[src/rtl/qpu_exu_measure_histfile_if.sv]
// ---------------------------------------------------------------------------
// qpu_exu_measure_histfile_if
// Bundles the measurement-history signals: result returns from the MCU,
// history clears, FMR-style masked reads and the fast-feedback flags.
//   master : drives returns, clears, read requests and ovf_clr; receives
//            read results and feedback flags.
//   slave  : the history file itself.
// Optional: QPU_MEASURE_PARITY_EN adds read_parity (XOR of the read data).
// ---------------------------------------------------------------------------
interface qpu_exu_measure_histfile_if #(
  parameter int QUBIT_NUM = 12,
  parameter int AGE_W     = 2
);
  logic                 mcu_measure_i_wen;
  logic [QUBIT_NUM-1:0] mcu_measure_i_data;
  logic [QUBIT_NUM-1:0] oitf_ret_i_measurelist;
  logic                 clr_ena;
  logic [QUBIT_NUM-1:0] clr_list;
  logic                 read_qubit_ena;
  logic [QUBIT_NUM-1:0] read_qubit_list;
  logic [AGE_W-1:0]     read_hist_sel;
  logic [QUBIT_NUM-1:0] read_qubit_data;
  logic [QUBIT_NUM-1:0] read_qubit_valid;
  logic                 read_data_vld;
  logic [QUBIT_NUM-1:0] qubit_measure_zero;
  logic [QUBIT_NUM-1:0] qubit_measure_one;
  logic [QUBIT_NUM-1:0] qubit_measure_equ;
  logic [QUBIT_NUM-1:0] qubit_measure_ovf;
  logic                 ovf_clr;
`ifdef QPU_MEASURE_PARITY_EN
  logic                 read_parity;
`endif

  modport master (
    output mcu_measure_i_wen, mcu_measure_i_data, oitf_ret_i_measurelist,
    output clr_ena, clr_list, read_qubit_ena, read_qubit_list, read_hist_sel,
    output ovf_clr,
    input  read_qubit_data, read_qubit_valid, read_data_vld,
    input  qubit_measure_zero, qubit_measure_one, qubit_measure_equ,
    input  qubit_measure_ovf
`ifdef QPU_MEASURE_PARITY_EN
    , input read_parity
`endif
  );

  modport slave (
    input  mcu_measure_i_wen, mcu_measure_i_data, oitf_ret_i_measurelist,
    input  clr_ena, clr_list, read_qubit_ena, read_qubit_list, read_hist_sel,
    input  ovf_clr,
    output read_qubit_data, read_qubit_valid, read_data_vld,
    output qubit_measure_zero, qubit_measure_one, qubit_measure_equ,
    output qubit_measure_ovf
`ifdef QPU_MEASURE_PARITY_EN
    , output read_parity
`endif
  );
endinterface

[src/rtl/qpu_exu_measure_histfile.sv]
// ---------------------------------------------------------------------------
// qpu_exu_measure_histfile
// Per-qubit ring-buffer history of the last HIST_DEPTH measurement results.
//   clk, rst : clock and synchronous active-high reset.
//   hist_if  : slave side of qpu_exu_measure_histfile_if
//              - result returns (wen/data/measurelist) append to the ring
//              - clr_ena/clr_list empty a lane's history
//              - read_* : masked read of any age, registered 1-cycle latency
//              - qubit_measure_zero/one/equ : feedback flags, write-bypassed
//              - qubit_measure_ovf : sticky overwrite flag, ovf_clr clears
// Optional: define QPU_MEASURE_PARITY_EN to add read_parity, the XOR of the
// registered read data across all lanes.
// ---------------------------------------------------------------------------
module qpu_exu_measure_histfile #(
  parameter int QUBIT_NUM  = 12,
  parameter int HIST_DEPTH = 4,
  parameter int AGE_W      = $clog2(HIST_DEPTH),
  parameter int CNT_W      = $clog2(HIST_DEPTH) + 1
) (
  input logic                       clk,
  input logic                       rst,
  qpu_exu_measure_histfile_if.slave hist_if
);

  localparam logic [CNT_W-1:0] CNT_FULL = CNT_W'(HIST_DEPTH);

  logic [HIST_DEPTH-1:0] hist_q [QUBIT_NUM];
  logic [HIST_DEPTH-1:0] hist_d [QUBIT_NUM];
  logic [AGE_W-1:0]      wptr_q [QUBIT_NUM];
  logic [AGE_W-1:0]      wptr_d [QUBIT_NUM];
  logic [CNT_W-1:0]      cnt_q  [QUBIT_NUM];
  logic [CNT_W-1:0]      cnt_d  [QUBIT_NUM];
  logic [QUBIT_NUM-1:0]  ovf_q, ovf_d;
  logic [QUBIT_NUM-1:0]  rdData_q, rdData_d;
  logic [QUBIT_NUM-1:0]  rdValid_q, rdValid_d;
  logic                  rdVld_q, rdVld_d;
  logic [QUBIT_NUM-1:0]  fbZero, fbOne, fbEqu;

  // Next history state. A clear on the same lane as a write is applied
  // first, so the write lands in slot 0 of an empty ring and never counts
  // as an overwrite.
  always_comb begin : p_next
    logic laneWen;
    logic laneClr;
    logic ovfSet;
    for (int k = 0; k < QUBIT_NUM; k++) begin
      laneWen   = hist_if.mcu_measure_i_wen & hist_if.oitf_ret_i_measurelist[k];
      laneClr   = hist_if.clr_ena & hist_if.clr_list[k];
      hist_d[k] = hist_q[k];
      wptr_d[k] = laneClr ? '0 : wptr_q[k];
      cnt_d[k]  = laneClr ? '0 : cnt_q[k];
      ovfSet    = 1'b0;
      if (laneWen) begin
        hist_d[k][wptr_d[k]] = hist_if.mcu_measure_i_data[k];
        ovfSet               = (cnt_d[k] == CNT_FULL);
        if (cnt_d[k] != CNT_FULL) cnt_d[k] = cnt_d[k] + CNT_W'(1);
        wptr_d[k] = wptr_d[k] + AGE_W'(1);
      end
      // Set beats a simultaneous ovf_clr.
      ovf_d[k] = ovfSet | (ovf_q[k] & ~hist_if.ovf_clr);
    end
  end

  // Read path samples the pre-write, pre-clear state. Age a lives at
  // wptr-1-a; the subtraction wraps naturally since HIST_DEPTH is 2^AGE_W.
  always_comb begin : p_read
    logic [AGE_W-1:0] ageIdx;
    logic             laneValid;
    rdVld_d   = hist_if.read_qubit_ena;
    rdData_d  = rdData_q;
    rdValid_d = rdValid_q;
    ageIdx    = '0;
    laneValid = 1'b0;
    if (hist_if.read_qubit_ena) begin
      for (int k = 0; k < QUBIT_NUM; k++) begin
        ageIdx       = wptr_q[k] - AGE_W'(1) - hist_if.read_hist_sel;
        laneValid    = hist_if.read_qubit_list[k] &
                       (cnt_q[k] > {1'b0, hist_if.read_hist_sel});
        rdValid_d[k] = laneValid;
        rdData_d[k]  = laneValid & hist_q[k][ageIdx];
      end
    end
  end

  // Feedback flags: a write in flight replaces the newest entry, and the
  // stored newest then becomes the second entry for the equality check.
  always_comb begin : p_feedback
    logic [AGE_W-1:0] newIdx;
    logic [AGE_W-1:0] prevIdx;
    logic             laneWen;
    logic             newest;
    logic             newBit;
    logic             live;
    fbZero  = '0;
    fbOne   = '0;
    fbEqu   = '0;
    newIdx  = '0;
    prevIdx = '0;
    laneWen = 1'b0;
    newest  = 1'b0;
    newBit  = 1'b0;
    live    = 1'b0;
    for (int k = 0; k < QUBIT_NUM; k++) begin
      laneWen   = hist_if.mcu_measure_i_wen & hist_if.oitf_ret_i_measurelist[k];
      newIdx    = wptr_q[k] - AGE_W'(1);
      prevIdx   = wptr_q[k] - AGE_W'(2);
      newest    = hist_q[k][newIdx];
      newBit    = laneWen ? hist_if.mcu_measure_i_data[k] : newest;
      live      = (cnt_q[k] != '0) | laneWen;
      fbOne[k]  = live & newBit;
      fbZero[k] = live & ~newBit;
      if (laneWen)
        fbEqu[k] = (cnt_q[k] != '0) & (hist_if.mcu_measure_i_data[k] == newest);
      else
        fbEqu[k] = (cnt_q[k] >= CNT_W'(2)) & (newest == hist_q[k][prevIdx]);
    end
  end

  // History bits carry no reset; cnt alone decides which are meaningful.
  always_ff @(posedge clk) begin
    hist_q <= hist_d;
  end

  // Control state and registered read outputs.
  always_ff @(posedge clk) begin
    if (rst) begin
      for (int k = 0; k < QUBIT_NUM; k++) begin
        wptr_q[k] <= '0;
        cnt_q[k]  <= '0;
      end
      ovf_q     <= '0;
      rdData_q  <= '0;
      rdValid_q <= '0;
      rdVld_q   <= 1'b0;
    end else begin
      wptr_q    <= wptr_d;
      cnt_q     <= cnt_d;
      ovf_q     <= ovf_d;
      rdData_q  <= rdData_d;
      rdValid_q <= rdValid_d;
      rdVld_q   <= rdVld_d;
    end
  end

`ifdef QPU_MEASURE_PARITY_EN
  logic rdParity_q;

  // Parity follows the read data register, updating only on a read.
  always_ff @(posedge clk) begin
    if (rst)                         rdParity_q <= 1'b0;
    else if (hist_if.read_qubit_ena) rdParity_q <= ^rdData_d;
  end

  assign hist_if.read_parity = rdParity_q;
`endif

  assign hist_if.read_qubit_data    = rdData_q;
  assign hist_if.read_qubit_valid   = rdValid_q;
  assign hist_if.read_data_vld      = rdVld_q;
  assign hist_if.qubit_measure_zero = fbZero;
  assign hist_if.qubit_measure_one  = fbOne;
  assign hist_if.qubit_measure_equ  = fbEqu;
  assign hist_if.qubit_measure_ovf  = ovf_q;

endmodule

[src/flat_wrapper.sv]
// flat-port wrapper written by rule: the top's interface ports become plain ports
module qpu_exu_measure_histfile_flat 
#(
  parameter int QUBIT_NUM  = 12,
  parameter int HIST_DEPTH = 4,
  parameter int AGE_W      = $clog2(HIST_DEPTH),
  parameter int CNT_W      = $clog2(HIST_DEPTH) + 1
)
  (clk, rst, hist_if_mcu_measure_i_wen, hist_if_mcu_measure_i_data, hist_if_oitf_ret_i_measurelist, hist_if_clr_ena, hist_if_clr_list, hist_if_read_qubit_ena, hist_if_read_qubit_list, hist_if_read_hist_sel, hist_if_ovf_clr, hist_if_read_qubit_data, hist_if_read_qubit_valid, hist_if_read_data_vld, hist_if_qubit_measure_zero, hist_if_qubit_measure_one, hist_if_qubit_measure_equ, hist_if_qubit_measure_ovf);
  qpu_exu_measure_histfile_if #(.QUBIT_NUM(QUBIT_NUM), .AGE_W(AGE_W)) hist_if_i ();
  input logic clk;
  input logic rst;
  input wire logic [$bits(hist_if_i.mcu_measure_i_wen)-1:0] hist_if_mcu_measure_i_wen;
  input wire logic [$bits(hist_if_i.mcu_measure_i_data)-1:0] hist_if_mcu_measure_i_data;
  input wire logic [$bits(hist_if_i.oitf_ret_i_measurelist)-1:0] hist_if_oitf_ret_i_measurelist;
  input wire logic [$bits(hist_if_i.clr_ena)-1:0] hist_if_clr_ena;
  input wire logic [$bits(hist_if_i.clr_list)-1:0] hist_if_clr_list;
  input wire logic [$bits(hist_if_i.read_qubit_ena)-1:0] hist_if_read_qubit_ena;
  input wire logic [$bits(hist_if_i.read_qubit_list)-1:0] hist_if_read_qubit_list;
  input wire logic [$bits(hist_if_i.read_hist_sel)-1:0] hist_if_read_hist_sel;
  input wire logic [$bits(hist_if_i.ovf_clr)-1:0] hist_if_ovf_clr;
  output wire logic [$bits(hist_if_i.read_qubit_data)-1:0] hist_if_read_qubit_data;
  output wire logic [$bits(hist_if_i.read_qubit_valid)-1:0] hist_if_read_qubit_valid;
  output wire logic [$bits(hist_if_i.read_data_vld)-1:0] hist_if_read_data_vld;
  output wire logic [$bits(hist_if_i.qubit_measure_zero)-1:0] hist_if_qubit_measure_zero;
  output wire logic [$bits(hist_if_i.qubit_measure_one)-1:0] hist_if_qubit_measure_one;
  output wire logic [$bits(hist_if_i.qubit_measure_equ)-1:0] hist_if_qubit_measure_equ;
  output wire logic [$bits(hist_if_i.qubit_measure_ovf)-1:0] hist_if_qubit_measure_ovf;
  assign hist_if_i.mcu_measure_i_wen = hist_if_mcu_measure_i_wen;
  assign hist_if_i.mcu_measure_i_data = hist_if_mcu_measure_i_data;
  assign hist_if_i.oitf_ret_i_measurelist = hist_if_oitf_ret_i_measurelist;
  assign hist_if_i.clr_ena = hist_if_clr_ena;
  assign hist_if_i.clr_list = hist_if_clr_list;
  assign hist_if_i.read_qubit_ena = hist_if_read_qubit_ena;
  assign hist_if_i.read_qubit_list = hist_if_read_qubit_list;
  assign hist_if_i.read_hist_sel = hist_if_read_hist_sel;
  assign hist_if_i.ovf_clr = hist_if_ovf_clr;
  assign hist_if_read_qubit_data = hist_if_i.read_qubit_data;
  assign hist_if_read_qubit_valid = hist_if_i.read_qubit_valid;
  assign hist_if_read_data_vld = hist_if_i.read_data_vld;
  assign hist_if_qubit_measure_zero = hist_if_i.qubit_measure_zero;
  assign hist_if_qubit_measure_one = hist_if_i.qubit_measure_one;
  assign hist_if_qubit_measure_equ = hist_if_i.qubit_measure_equ;
  assign hist_if_qubit_measure_ovf = hist_if_i.qubit_measure_ovf;
  qpu_exu_measure_histfile #(.QUBIT_NUM(QUBIT_NUM), .HIST_DEPTH(HIST_DEPTH), .AGE_W(AGE_W), .CNT_W(CNT_W)) u_core (.clk(clk), .rst(rst), .hist_if(hist_if_i));
endmodule
[config.mk]
export PLATFORM = sky130hd
export DESIGN_NAME = qpu_exu_measure_histfile_flat
export DESIGN_NICKNAME = d
export VERILOG_FILES = /design/src/rtl/qpu_exu_measure_histfile_if.sv /design/src/rtl/qpu_exu_measure_histfile.sv /design/src/flat_wrapper.sv
export SDC_FILE = /design/constraint.sdc
export NUM_CORES = 1
export LEC_CHECK = 0
export CAP_MARGIN = 20
export CORE_ASPECT_RATIO = 0.9
export CORE_MARGIN = 2
export CORE_UTILIZATION = 61
export CTS_CLUSTER_DIAMETER = 150
export DETAILED_ROUTE_END_ITERATION = 12
export PLACE_DENSITY_LB_ADDON = 0.2
export SLEW_MARGIN = 10
export SYNTH_ARGS = -nofsm -noshare
export SYNTH_HDL_FRONTEND = slang
export SYNTH_SLANG_ARGS = --single-unit
[constraint.sdc]
create_clock -name clk -period 2.6 [get_ports clk]
set_input_delay 0.26 -clock clk [delete_from_list [all_inputs] [get_ports clk]]
set_output_delay 0.26 -clock clk [all_outputs]
set_load 0.02 [all_outputs]
# After elaboration in Yosys (flattened, before gate mapping)
# Index checks and enable logic that the tools add are counted.
# W data, S select, Z words.
[op_classes] n_lt_le_gt_ge=84 n_mux=204 bitwise_logic=145 n_reduce_logical=24 n_eq_ne=48 n_addsub=60
[ops] cell="$lt A2 B3 Y1 const B" count=48
[ops] cell="$and A1 B1 Y1" count=108
[ops] cell="$mux W3" count=36
[ops] cell="$mux W1" count=84
[ops] cell="$bmux W1 S2" count=36
[ops] cell="$bwmux W4" count=12
[ops] cell="$mux W2" count=24
[ops] cell="$add A3 B1 Y3 const B" count=12
[ops] cell="$eq A3 B3 Y1 const B" count=12
[ops] cell="$ge A3 B2 Y1 const B" count=12
[ops] cell="$gt A3 B2 Y1" count=12
[ops] cell="$ne A3 B3 Y1 const B" count=12
[ops] cell="$reduce_bool A3 Y1" count=12
[ops] cell="$add A2 B1 Y2 const B" count=12
[ops] cell="$demux W1 S2" count=12
[ops] cell="$eq A1 B1 Y1" count=24
[ops] cell="$ge A2 B1 Y1 const B" count=12
[ops] cell="$or A1 B1 Y1" count=24
[ops] cell="$sub A2 B1 Y2 const B" count=12
[ops] cell="$sub A2 B2 Y2" count=12
[ops] cell="$sub A2 B2 Y2 const B" count=12
[ops] cell="$not A1 Y1" count=13
[ops] cell="$logic_and A1 B1 Y1" count=12
[totals] inputBits=56 reg_bits=145 word_cells=605

# Longest topological paths before layout
# Gate-level depths: netlist of run 1.
[logic_depth] word_depth=7 ltp_mapped=8 mapped_depth_nobuf=8

# Worst setup path before layout of run 1
# No wires, ideal clock.
[synth_path] path_type="register -> output" from="register u_core.wptr_q[14] in the netlist's numbering" to="output hist_if_qubit_measure_equ[4]" path_buffers=1 setup_slack_ps=650 arrival_ps=1690 stages_incl_launch_ff=5 required_time_ps=2340 cell_sequence="dfxtp_1 -> buf_6 -> mux4_2 -> xor2_1 -> o32ai_1"
[synth_via] elab_chain_cells=6
[synth_lines] element="start: declaration" line="qpu_exu_measure_histfile.sv:29" text="logic [AGE_W-1:0] wptr_q [QUBIT_NUM];"
[synth_lines] element="start signal: assignment" line="qpu_exu_measure_histfile.sv:136" text="wptr_q <= wptr_d;"
[synth_lines] element="$sub A2 B1 Y2 / $sub A2 B2 Y2 (equally long branches)" line="qpu_exu_measure_histfile.sv:105, qpu_exu_measure_histfile.sv:106"
[synth_lines] element="$bmux W1 S2, on equally long branches" line="qpu_exu_measure_histfile.sv:107, qpu_exu_measure_histfile.sv:115"
[synth_lines] element="$mux W1, on equally long branches" line="qpu_exu_measure_histfile.sv:107, qpu_exu_measure_histfile.sv:115"
[synth_lines] element="$eq A1 B1 Y1, on equally long branches" line="qpu_exu_measure_histfile.sv:115, qpu_exu_measure_histfile.sv:113"
[synth_lines] element="$and A1 B1 Y1, on equally long branches" line="qpu_exu_measure_histfile.sv:115, qpu_exu_measure_histfile.sv:113"
[synth_lines] element="$mux W1 (*)" line="qpu_exu_measure_histfile.sv:112" text="if (laneWen)"
[synth_lines] element="end: declaration" line="flat_wrapper.sv:27" text="output wire logic [$bits(hist_if_i.qubit_measure_equ)-1:0] hist_if_qubit_measure_equ;"
# Every way passes the cells marked *; elsewhere a longest branch is shown, timed or not. The select of a mux whose other input is x is not followed.

# Worst setup path in the final report of run 1
[layout_path] from="register u_core.wptr_q[20] in the netlist's numbering" to="output hist_if_qubit_measure_zero[1]"
[layout_via] elab_chain_cells=6
[layout_lines] element="$sub A2 B1 Y2" line="qpu_exu_measure_histfile.sv:105" text="newIdx = wptr_q[k] - AGE_W'(1);"
[layout_lines] element="$bmux W1 S2" line="qpu_exu_measure_histfile.sv:107" text="newest = hist_q[k][newIdx];"
[layout_lines] element="$mux W1 (implied by the code)" line="qpu_exu_measure_histfile.sv:107"
[layout_lines] element="$mux W1" line="qpu_exu_measure_histfile.sv:108" text="newBit = laneWen ? hist_if.mcu_measure_i_data[k] : newest;"
[layout_lines] element="$not A1 Y1" line="qpu_exu_measure_histfile.sv:111" text="fbZero[k] = live & ~newBit;"
[layout_lines] element="$and A1 B1 Y1" line="qpu_exu_measure_histfile.sv:111"
[layout_lines] element="end: declaration" line="flat_wrapper.sv:25" text="output wire logic [$bits(hist_if_i.qubit_measure_zero)-1:0] hist_if_qubit_measure_zero;"
# No other way between the ends. The select of a mux whose other input is x is not followed.

==> reports/results.ini, run 1 <==
[floorplan]
fp.dieW_um=138
dieArea_um2=17100
initial_core_util_pct=63.0
die_h_um=124
row_count=43
ioPinCount=129
core_um2=15500

[pwr]
switching_power_mw=1.55
pwr-share-clk_pct=42.2
seq_power_share_pct=40.7
p_leak_nw=5.07
p_comb_share_pct=17.1
finalPower_mw=6.03
vdd_drop_max_mv=0.472
p_sw_share_pct=25.7
p_int_mw=4.48
pwr_density_cell_nw_per_um2=506

[layout]
drive_gt1_share_pct=8.27
layout_commonest_cell=nand2_1
final_cell_mix=nand2_1 (130), clkdlybuf4s50_1 (109), ha_1 (108), dfxtp_1 (87), a21oi_1 (82)
stdcell_count=1375
area_growth_pct=21.7
final_nets=1324
antenna_cells=0

[place]
io_buffer_count=128
dp_slack_ns=0.175
post-place-cells=1343
globalplace.congestion=0.829
dp_hpwl_mm=16.3

[clocking]
clk_pin_slew_ns=0.06
ctsHtreeMaxLevel=4
cts_num_sinks=145
clock-root-buffer=clkbuf_16
clockBufferDepth=2
cts_buffers=17
cts_setup_buffers=0
worst_skew_pair.late_latency_ns=0.42
cts_tree=built

[synth]
netlist_instances=1033
synth-simple-area-share_pct=16.5
synthMuxAreaShare_pct=8.93
synth_compound_area_share_pct=14.0
synth-edff-count=48
synthesis.nets=1197
synthAdderAreaFrac_pct=13.8
synth_cell_types=38
ys_seq_elements=145
synth-xor-area-share_pct=7.31
seq_area_frac_synth_pct=34.6
yosysWarnings=0
synth_flop_cell=dfxtp_1
netlist_area_um2=9790
synth_top_family_by_area=simple AND/OR/NAND/NOR gates
synth_async_sr_flop_share_pct=0
syn_area_per_cell_um2=9.48

[worst_hold_path]
holdPathStages=2
min_path_type=in2reg
hold_start=rst
whs_endpoint=u_core.wptr_q[17]

[critical_path]
endpoint_kind=primary output
cp_max_fo=5
rr_startpoint=u_core.wptr_q[8]
path_delay_family=buffers and inverters
startpoint_type=register
max_stage_delay_ns=0.64
crit_buf_inv=1
crit_chain=mux4_2 -> o22ai_1 -> clkdlybuf4s50_1
path_class=reg2out
worstPathArrival_ns=2.22
reg2reg_to=u_core.hist_if.read_qubit_data[7]
rrSetupSlack_ns=0.93
worstRegToRegCells=4
slowest_stage=clkdlybuf4s50_1
critPathRequiredTime_ns=2.34

[routing]
ant_nets=0
drt_iter0_markers=628
avgViaCountPerCell=6.00
drcViolationCount=0
routed_wl_mm=23.7
first_pass_iters=6
vias=8249
post_drt_wl_per_cell_um=17.3

[global_route]
grtUsageTotal_pct=28.4
grt_pass1_vias=7751
globalRouteOverflowTotal=0
antenna_found_initial=0
grt_max_degree=61
grt_pass1_wl_mm=37.5

[timing]
skew_ns=0.00629
finalSetupViolations=0
finalCritPeriodShare_pct=95.5
slew_violations=0
fin_ws_ns=0.118
holdWs_ns=0.163
relSlewSlack_pct=40.1
fmax_mhz=403
period_needed_ns=2.48
hold_viol=0
rsz0062_at_grt=no
tns_ns=0
tightest_slew_ns=0.898

[run_status]
outcome=complete, no violations

[run]
maxCapViolCount=0

[cell usage after synthesis (all sizes together) (13+ instances only)]
library cell	n	area share, %
clkbuf	24	0.92
nand2b	24	1.5
nor2b	13	0.83
nand2	130	5.0
inv	72	2.8
dfxtp	97	20
xnor2	58	5.9
and2	24	1.5
nor3	14	0.72
nor2	36	1.4
ha	108	14
edfxtp	48	15
a21oi	82	4.2
o21ai	58	3.0
xor2	16	1.4
and3	48	3.1
buf	19	1.3
mux4	34	8.3
[sequential cells by signal, summed over array words and instances, names as in the netlist]
name / cells
u_core.hist_if.read_data_vld: 1
u_core.wptr_q: 24
u_core.hist_if.read_qubit_valid: 12
u_core.hist_q: 48
u_core.hist_if.read_qubit_data: 12
u_core.cnt_q: 36
u_core.hist_if.qubit_measure_ovf: 12
[kinds of logic after synthesis]
family                     count (synthesis)
DFF                                      145
muxes                                     40
adders and majority gates                108
and+or+nand+nor                          327
xor gates and xnor gates                  74
AOI/OAI and AO/OA                        224
buffers and inverters                    115
[final cells by class]
type	instances	area, um^2
tap	202	253
multi-input combinational	773	5910
fill	1124	3640
inverter	72	270
sequential	145	3400
clock buffer	20	437
timing repair buffer	151	1480
clock inverter	12	165
[worst max-delay path by stage]
stage / start / to / slack, ns / depth (start not counted)
after detailed placement: u_core.wptr_q[4] / hist_if_qubit_measure_equ[9] / 0.17 / 5
final: u_core.wptr_q[20] / hist_if_qubit_measure_zero[1] / 0.12 / 3
after CTS: u_core.wptr_q[4] / hist_if_qubit_measure_equ[9] / 0.005 / 5
after global placement: u_core.wptr_q[4] / hist_if_qubit_measure_equ[9] / 0.19 / 5
after floorplan: u_core.wptr_q[14] / hist_if_qubit_measure_equ[4] / 0.65 / 4
after global routing: u_core.hist_q[30] / hist_if_qubit_measure_zero[4] / 0.03 / 4
[layer usage]
layer / up-vias / global-route usage [%] / routed length (um)
li1: 3923 / - / -
met1: 3940 / 36.9 / 9940
met2: 336 / 47.3 / 11300
met3: 50 / 6.31 / 1930
met4: 0 / 9.41 / 562
met5: - / 0 / 0
[stage by stage]
stage	utilization [%]	cell area [um^2]
after floorplan	-	9790
after global placement	72.9	11300
after detailed placement	72.9	11300
after CTS	76.6	11900
after global routing	76.6	11900
final	76.6	11900
[power groups by stage]
stage | clock, mW | sequential [mW] | combinational (mW)
2_1_floorplan | 0 | 2.50 | 0.647
3_3_place_gp | 0 | 2.50 | 0.995
3_5_place_dp | 0 | 2.50 | 1.02
4_1_cts | 2.57 | 2.46 | 1.03
5_1_grt | 2.67 | 2.46 | 1.13
6_report | 2.55 | 2.46 | 1.03
[timing repair]
item                                    CTS  global route
endpoints found under the hold margin     0             0
endpoints found under the setup margin   18             8
hold buffers                              0             0
pin swaps                                 0             0
resized for setup                        25             7
Note: power is estimated with default switching activity, not from simulation.
==> run 2, diff against run 1 <==
CORE_MARGIN = 4   (was 2)
SLEW_MARGIN = 20   (was 10)
clock period = 3.2 ns   (was 2.6 ns; I/O delays follow)
==> run 2 against run 1 <==
  * Non-clock buffer count decreased by 16
  * Critical path depth rose by 2
  * Worst hold slack better by 0.16 ns
  * Design area is 1.1% lower
  * Via count fell by 2.5%
  * Clock skew is 0.00054 ns higher
  * Setup slack improved by 0.083 ns
  * Combinational power shrank 21%
  * Routed wire length fell by 2.7%
  * Sequential power decreased by 19%
  * Critical path type unchanged
==> reports/results.ini, run 2 (same netlist as run 1, synthesis figures left out) <==
[pwr]
vdd_drop_max_mv=0.368  ; -22%
p_leak_nw=4.91  ; -3.1%
pwr-share-clk_pct=42.5  ; +0.3 points
switching_power_mw=1.26  ; -19%
p_comb_share_pct=16.7  ; -0.4 points
p_sw_share_pct=25.8  ; +0.14 points
seq_power_share_pct=40.8  ; about the same
p_int_mw=3.63  ; -19%
pwr_density_cell_nw_per_um2=415  ; -18%

[layout]
drive_gt1_share_pct=6.05  ; -2.2 points
multiInputGateArea_um2=5920  ; +0.25%
reg.largest.list=u_core.hist_q (48), u_core.cnt_q (36), u_core.wptr_q (24)
antenna_cells=0  ; unchanged
nFillCells=1128  ; +0.36%
final-seq-area_um2=3380  ; -0.37%
final_cell_mix=nand2_1 (130), clkdlybuf4s50_1 (125), ha_1 (108), dfxtp_1 (97), a21oi_1 (82)
largest_reg_flops=48  ; unchanged
area_growth_pct=20.3
fin_area_um2=11800  ; -1.1%
final_nets=1308  ; -1.2%
largest_register=u_core.hist_q
layout_commonest_cell=nand2_1

[global_route]
antenna_found_initial=0  ; unchanged
globalRouteOverflowTotal=0  ; unchanged
grt_pass1_vias=7795  ; +0.57%
grtUsageTotal_pct=25.6  ; -2.8 points
grt_max_degree=50  ; -18%
grt_pass1_wl_mm=37.4  ; -0.27%

[timing]
fin_ws_ns=0.200  ; +0.0825 ns
rsz0062_at_grt=no
finalSetupViolations=0  ; unchanged
finalCritPeriodShare_pct=93.7
relSlewSlack_pct=35.0  ; -5.2 points
hold_viol=0  ; unchanged
slew_violations=0  ; unchanged
fmax_mhz=333
period_needed_ns=3.00
tightest_slew_ns=0.976  ; +0.0777 ns
tns_ns=0  ; unchanged
skew_ns=0.00683  ; +0.000545 ns

[critical_path]
critPathRequiredTime_ns=2.88  ; +0.54 ns
rrSetupSlack_ns=1.52  ; +0.59 ns
path_class=reg2out
startpoint_type=register
crit_buf_inv=1  ; unchanged
worstPathArrival_ns=2.68  ; +0.46 ns
cp_max_fo=5  ; unchanged
slowest_stage=mux4_1
path_delay_family=multiplexers
worstRegToRegCells=3  ; -1
crit_chain=mux4_1 -> xnor2_1 -> o21ai_0 -> a21oi_1 -> clkdlybuf4s50_1
endpoint_kind=primary output
reg2reg_to=u_core.hist_if.read_qubit_data[8]
max_stage_delay_ns=0.71  ; +0.07 ns
crit_cells=5  ; +2
rr_startpoint=u_core.wptr_q[6]

[routing]
vias=8046  ; -2.5%
drcViolationCount=0  ; unchanged
routed_wl_mm=23.1  ; -2.7%
post_drt_wl_per_cell_um=17.0  ; -1.6%
avgViaCountPerCell=5.92  ; -1.3%
ant_nets=0  ; unchanged
drt_iter0_markers=555  ; -12%
first_pass_iters=6  ; unchanged

[worst_hold_path]
holdPathStages=2  ; unchanged
min_path_type=in2reg
hold_start=rst
whs_endpoint=u_core.wptr_q[22]

[clocking]
clk_pin_slew_ns=0.06  ; about the same
cts_num_sinks=145  ; unchanged
clock-root-buffer=clkbuf_16
cts_buffers=17  ; unchanged
worst_skew_pair.late_latency_ns=0.43  ; about the same
cts_setup_buffers=0  ; unchanged
cts_tree=built
ctsHtreeMaxLevel=4  ; unchanged
cts_resized=0  ; -100%
clockBufferDepth=2  ; unchanged
cts.hold.buffers_added=0  ; unchanged

[place]
dpl_cell_area_um2=11200  ; -1.5%
dp_slack_ns=0.575  ; +0.401 ns
dp_hpwl_mm=16.1  ; -1.5%
globalplace.congestion=0.839  ; +1.2%
io_buffer_count=128  ; unchanged

[floorplan]
row_count=43  ; unchanged
fp.dieW_um=142  ; +2.9%
ioPinCount=129  ; unchanged
initial_core_util_pct=63.0  ; unchanged
die_h_um=128  ; +3.2%
core_um2=15500  ; unchanged
dieArea_um2=18100  ; +6.2%

[run]
maxCapViolCount=0  ; unchanged

[run_status]
outcome=complete, no violations

run 2: through the flow:
| step | utilization, % | hold slack, ns | power (mW) | cells |
|---|---|---|---|---|
| floorplan | - | 0.419 | 2.56 | 1033 |
| global placement | 71.8 | 0.456 | 2.82 | 1327 |
| detailed placement | 71.8 | 0.460 | 2.84 | 1327 |
| CTS | 75.8 | 0.304 | 4.91 | 1359 |
| global route | 75.8 | 0.335 | 5.08 | 1359 |
| finish | 75.8 | 0.323 | 4.89 | 1359 |
run 2: power by group through the flow:
| stage | clock, mW | combinational, mW | sequential [mW] |
|---|---|---|---|
| 3_5_place_dp | 0 | 0.805 | 2.03 |
| 5_1_grt | 2.18 | 0.896 | 2.00 |
| 4_1_cts | 2.10 | 0.815 | 1.99 |
| 2_1_floorplan | 0 | 0.526 | 2.03 |
| 6_report | 2.08 | 0.816 | 1.99 |
| 3_3_place_gp | 0 | 0.785 | 2.03 |
run 2: worst register-to-register path: cells and delay by family, from the launching register on:
family | cells | cell delay [ns]
adder cells (fa/ha/maj) | 1 | 0.32
AO/OA/AOI/OAI | 1 | 0.27
multiplexers | 1 | 0.62
flip-flops | 1 | 0.37
run 2: worst max-delay path by stage:
stage / start / to / slack (ns)
6_report: u_core.wptr_q[10] / hist_if_qubit_measure_equ[6] / 0.20
5_1_grt: u_core.wptr_q[10] / hist_if_qubit_measure_equ[6] / 0.07
4_1_cts: u_core.wptr_q[10] / hist_if_qubit_measure_equ[6] / 0.18
3_5_place_dp: hist_if_mcu_measure_i_wen / hist_if_qubit_measure_equ[5] / 0.58
3_3_place_gp: hist_if_mcu_measure_i_wen / hist_if_qubit_measure_equ[2] / 0.67
2_1_floorplan: u_core.wptr_q[14] / hist_if_qubit_measure_equ[4] / 1.19
run 2: cell type report:
class	instances	area share, %
multi-input combinational	773	50.3
clock buffer	17	3.61
clock inverter	15	1.63
sequential	145	28.7
timing repair buffer	135	11.3
tap	202	2.15
inverter	72	2.29
run 2: per-layer routing:
metal  wire (um)  vias up  share of wire, %  track usage [%]
li1            -     3893                 -                -
met3        1530       37               6.6             5.63
met1       10100     3853                44             33.7
met2       11000      263                48             42.1
met4         426        0               1.8             8.30
met5           0        -                 0                0
==> run 3, diff against run 2 <==
CTS_CLUSTER_SIZE = 12   (was not set)
RECOVER_POWER = 100   (was not set)
==> run 3 against run 2 <==
  * The run now ends with max-capacitance violations, max-slew violations left
  * Die area stayed put
  * Sequential share of layout area is essentially flat
  * First-iteration DRC count grew 2.0%
  * Critical path depth is the same
  * Clock skew about the same
  * Register-to-register slack barely moved
  * Power decreased by 0.36%
  * Flip-flop and latch count is the same
  * Critical endpoint is now hist_if_qubit_measure_equ[5]
  * Highest routed layer unchanged
==> reports/results.ini, run 3 (same netlist as run 1, synthesis figures left out) <==
[layout]
layout_commonest_cell=nand2_1
final_util_pct=75.8  ; about the same
reg.largest.list=u_core.hist_q (48), u_core.cnt_q (36), u_core.wptr_q (24)
drive_gt1_share_pct=5.96  ; -0.086 points
final_nets=1308  ; unchanged
largest_register=u_core.hist_q
largest_reg_flops=48  ; unchanged
area_growth_pct=20.3  ; about the same
final-seq-area_um2=3380  ; unchanged
nFillCells=1130  ; +0.18%
stdcell_count=1360  ; +0.074%
final_cell_mix=nand2_1 (130), ha_1 (108), dfxtp_1 (97), dlygate4sd3_1 (85), a21oi_1 (82)
multiInputGateArea_um2=5920  ; unchanged

[worst_hold_path]
min_path_type=in2reg

[pwr]
vdd_drop_max_mv=0.367  ; -0.27%
p_leak_nw=5.12  ; +4.3%
pwr_density_cell_nw_per_um2=414  ; -0.37%
finalPower_mw=4.87  ; -0.36%

[clocking]
clk_pin_slew_ns=0.06  ; about the same
clock-root-buffer=clkbuf_16
ctsHtreeMaxLevel=4  ; unchanged
cts.hold.buffers_added=0  ; unchanged
cts_num_sinks=145  ; unchanged
cts_setup_buffers=0  ; unchanged
cts_tree=built
clockBufferDepth=2  ; unchanged
cts_buffers=17  ; unchanged
cts_resized=0  ; unchanged
worst_skew_pair.late_latency_ns=0.43  ; about the same

[routing]
wl_met2_mm=10.9  ; -0.55%
wl_met3_mm=1.71  ; +12%
drcViolationCount=0  ; unchanged
routed_wl_mm=23.1  ; about the same
drt_iter0_markers=566  ; +2.0%
drt-met1-wl_mm=10.0  ; -1.0%
post_drt_wl_per_cell_um=17.0  ; -0.13%
first_pass_iters=5  ; -1
ant_nets=0  ; unchanged
avgViaCountPerCell=5.93  ; about the same
vias=8059  ; +0.16%
topRoutingLayerUsed=met4

[floorplan]
ioPinCount=129  ; unchanged
core_um2=15500  ; unchanged
fp.dieW_um=142  ; unchanged
dieArea_um2=18100  ; unchanged
row_count=43  ; unchanged
initial_core_util_pct=63.0  ; unchanged
die_h_um=128  ; unchanged

[timing]
tns_ns=0  ; unchanged
slew_violations=50  ; +50
hold_viol=0  ; unchanged
finalSetupViolations=0  ; unchanged
finalCritPeriodShare_pct=94.6  ; +0.86 points
holdWs_ns=0.324  ; +0.00136 ns
period_needed_ns=3.03  ; +0.0275 ns
rsz0062_at_grt=no
relSlewSlack_pct=-56.8  ; -92 points
skew_ns=0.00704  ; +0.000205 ns
tightest_slew_ns=2.35  ; +1.38 ns
fmax_mhz=330  ; -0.91%

[critical_path]
path_delay_family=buffers and inverters
critPathRequiredTime_ns=2.88  ; about the same
worstPathArrival_ns=2.71  ; +0.03 ns
path_class=reg2out
startpoint_type=register
crit_buf_inv=1  ; unchanged
endpoint_kind=primary output
slowest_stage=dlygate4sd3_1
crit_chain=mux4_1 -> xnor2_1 -> o21ai_0 -> a21oi_1 -> dlygate4sd3_1
max_stage_delay_ns=0.72  ; about the same
cp_max_fo=5  ; unchanged

[global_route]
grtUsageTotal_pct=25.6  ; unchanged
grt_pass1_vias=7795  ; unchanged
grt_max_degree=50  ; unchanged
grt_pass1_wl_mm=37.4  ; unchanged
antenna_found_initial=1  ; +1
globalRouteOverflowTotal=0  ; unchanged

[place]
io_buffer_count=128  ; unchanged
post-place-cells=1327  ; unchanged
globalplace.congestion=0.839  ; unchanged
dp_hpwl_mm=16.1  ; unchanged

[run_status]
violations=max-capacitance violations, max-slew violations
outcome=finished, violations left

[run]
maxCapViolCount=1  ; +1

[run 3: cell count changes in the layout (fill, tap and decap cells not counted)]
cell             previous run  this run
diode_2                     0         1
buf_2                       2         1
dlygate4sd3_1               0        85
clkdlybuf4s50_1           125        40
and2_1                     24        12
and2_0                      0        12
clkbuf_1                    0         1
[run 3: report_power, final]
group	internal, mW	switching [mW]
combinational	0.366	0.434
sequential	1.95	0.0452
clock	1.30	0.782
total	3.61	1.26
[run 3: metrics by stage]
step | worst slack [ns] | cell area [um^2]
6_report | 0.173 | 11800
5_1_grt | 0.0436 | 11800
4_1_cts | 0.179 | 11800
3_5_place_dp | 0.575 | 11200
3_3_place_gp | 0.671 | 11200
2_1_floorplan | 1.19 | 9790
[run 3: worst reg2reg max path, stage by stage, from the launching register on]
cell and delay, ns:
dfxtp_1 0.37, ha_1 0.32, mux4_1 0.62, a41o_1 0.27
[run 3: layer usage]
metal,vias to the layer above,global-route usage [%]
met1,3840,33.7
met2,286,42.1
li1,3897,-
met5,-,0
met3,36,5.63
met4,0,8.30
[run 3: final timing paths]
path / startpoint / endpoint / slack [ns] / cells past startpoint
min reg2reg: u_core.hist_if.read_qubit_valid[0] / u_core.hist_if.read_qubit_valid[0] / 0.47 / 2
min: rst / u_core.wptr_q[22] / 0.32 / 2
max reg2reg: u_core.wptr_q[6] / u_core.hist_if.read_qubit_data[8] / 1.52 / 3
max: u_core.wptr_q[12] / hist_if_qubit_measure_equ[5] / 0.17 / 5
[run 3: area by class of cell]
type / instances / share of cell area [%]
Multi-Input combinational cell: 773 / 50.3
Sequential cell: 145 / 28.7
Timing Repair Buffer: 135 / 11.3
Clock buffer: 17 / 3.61
Inverter: 72 / 2.29
Tap cell: 202 / 2.15
Clock inverter: 15 / 1.62
Antenna cell: 1 / 0.0212
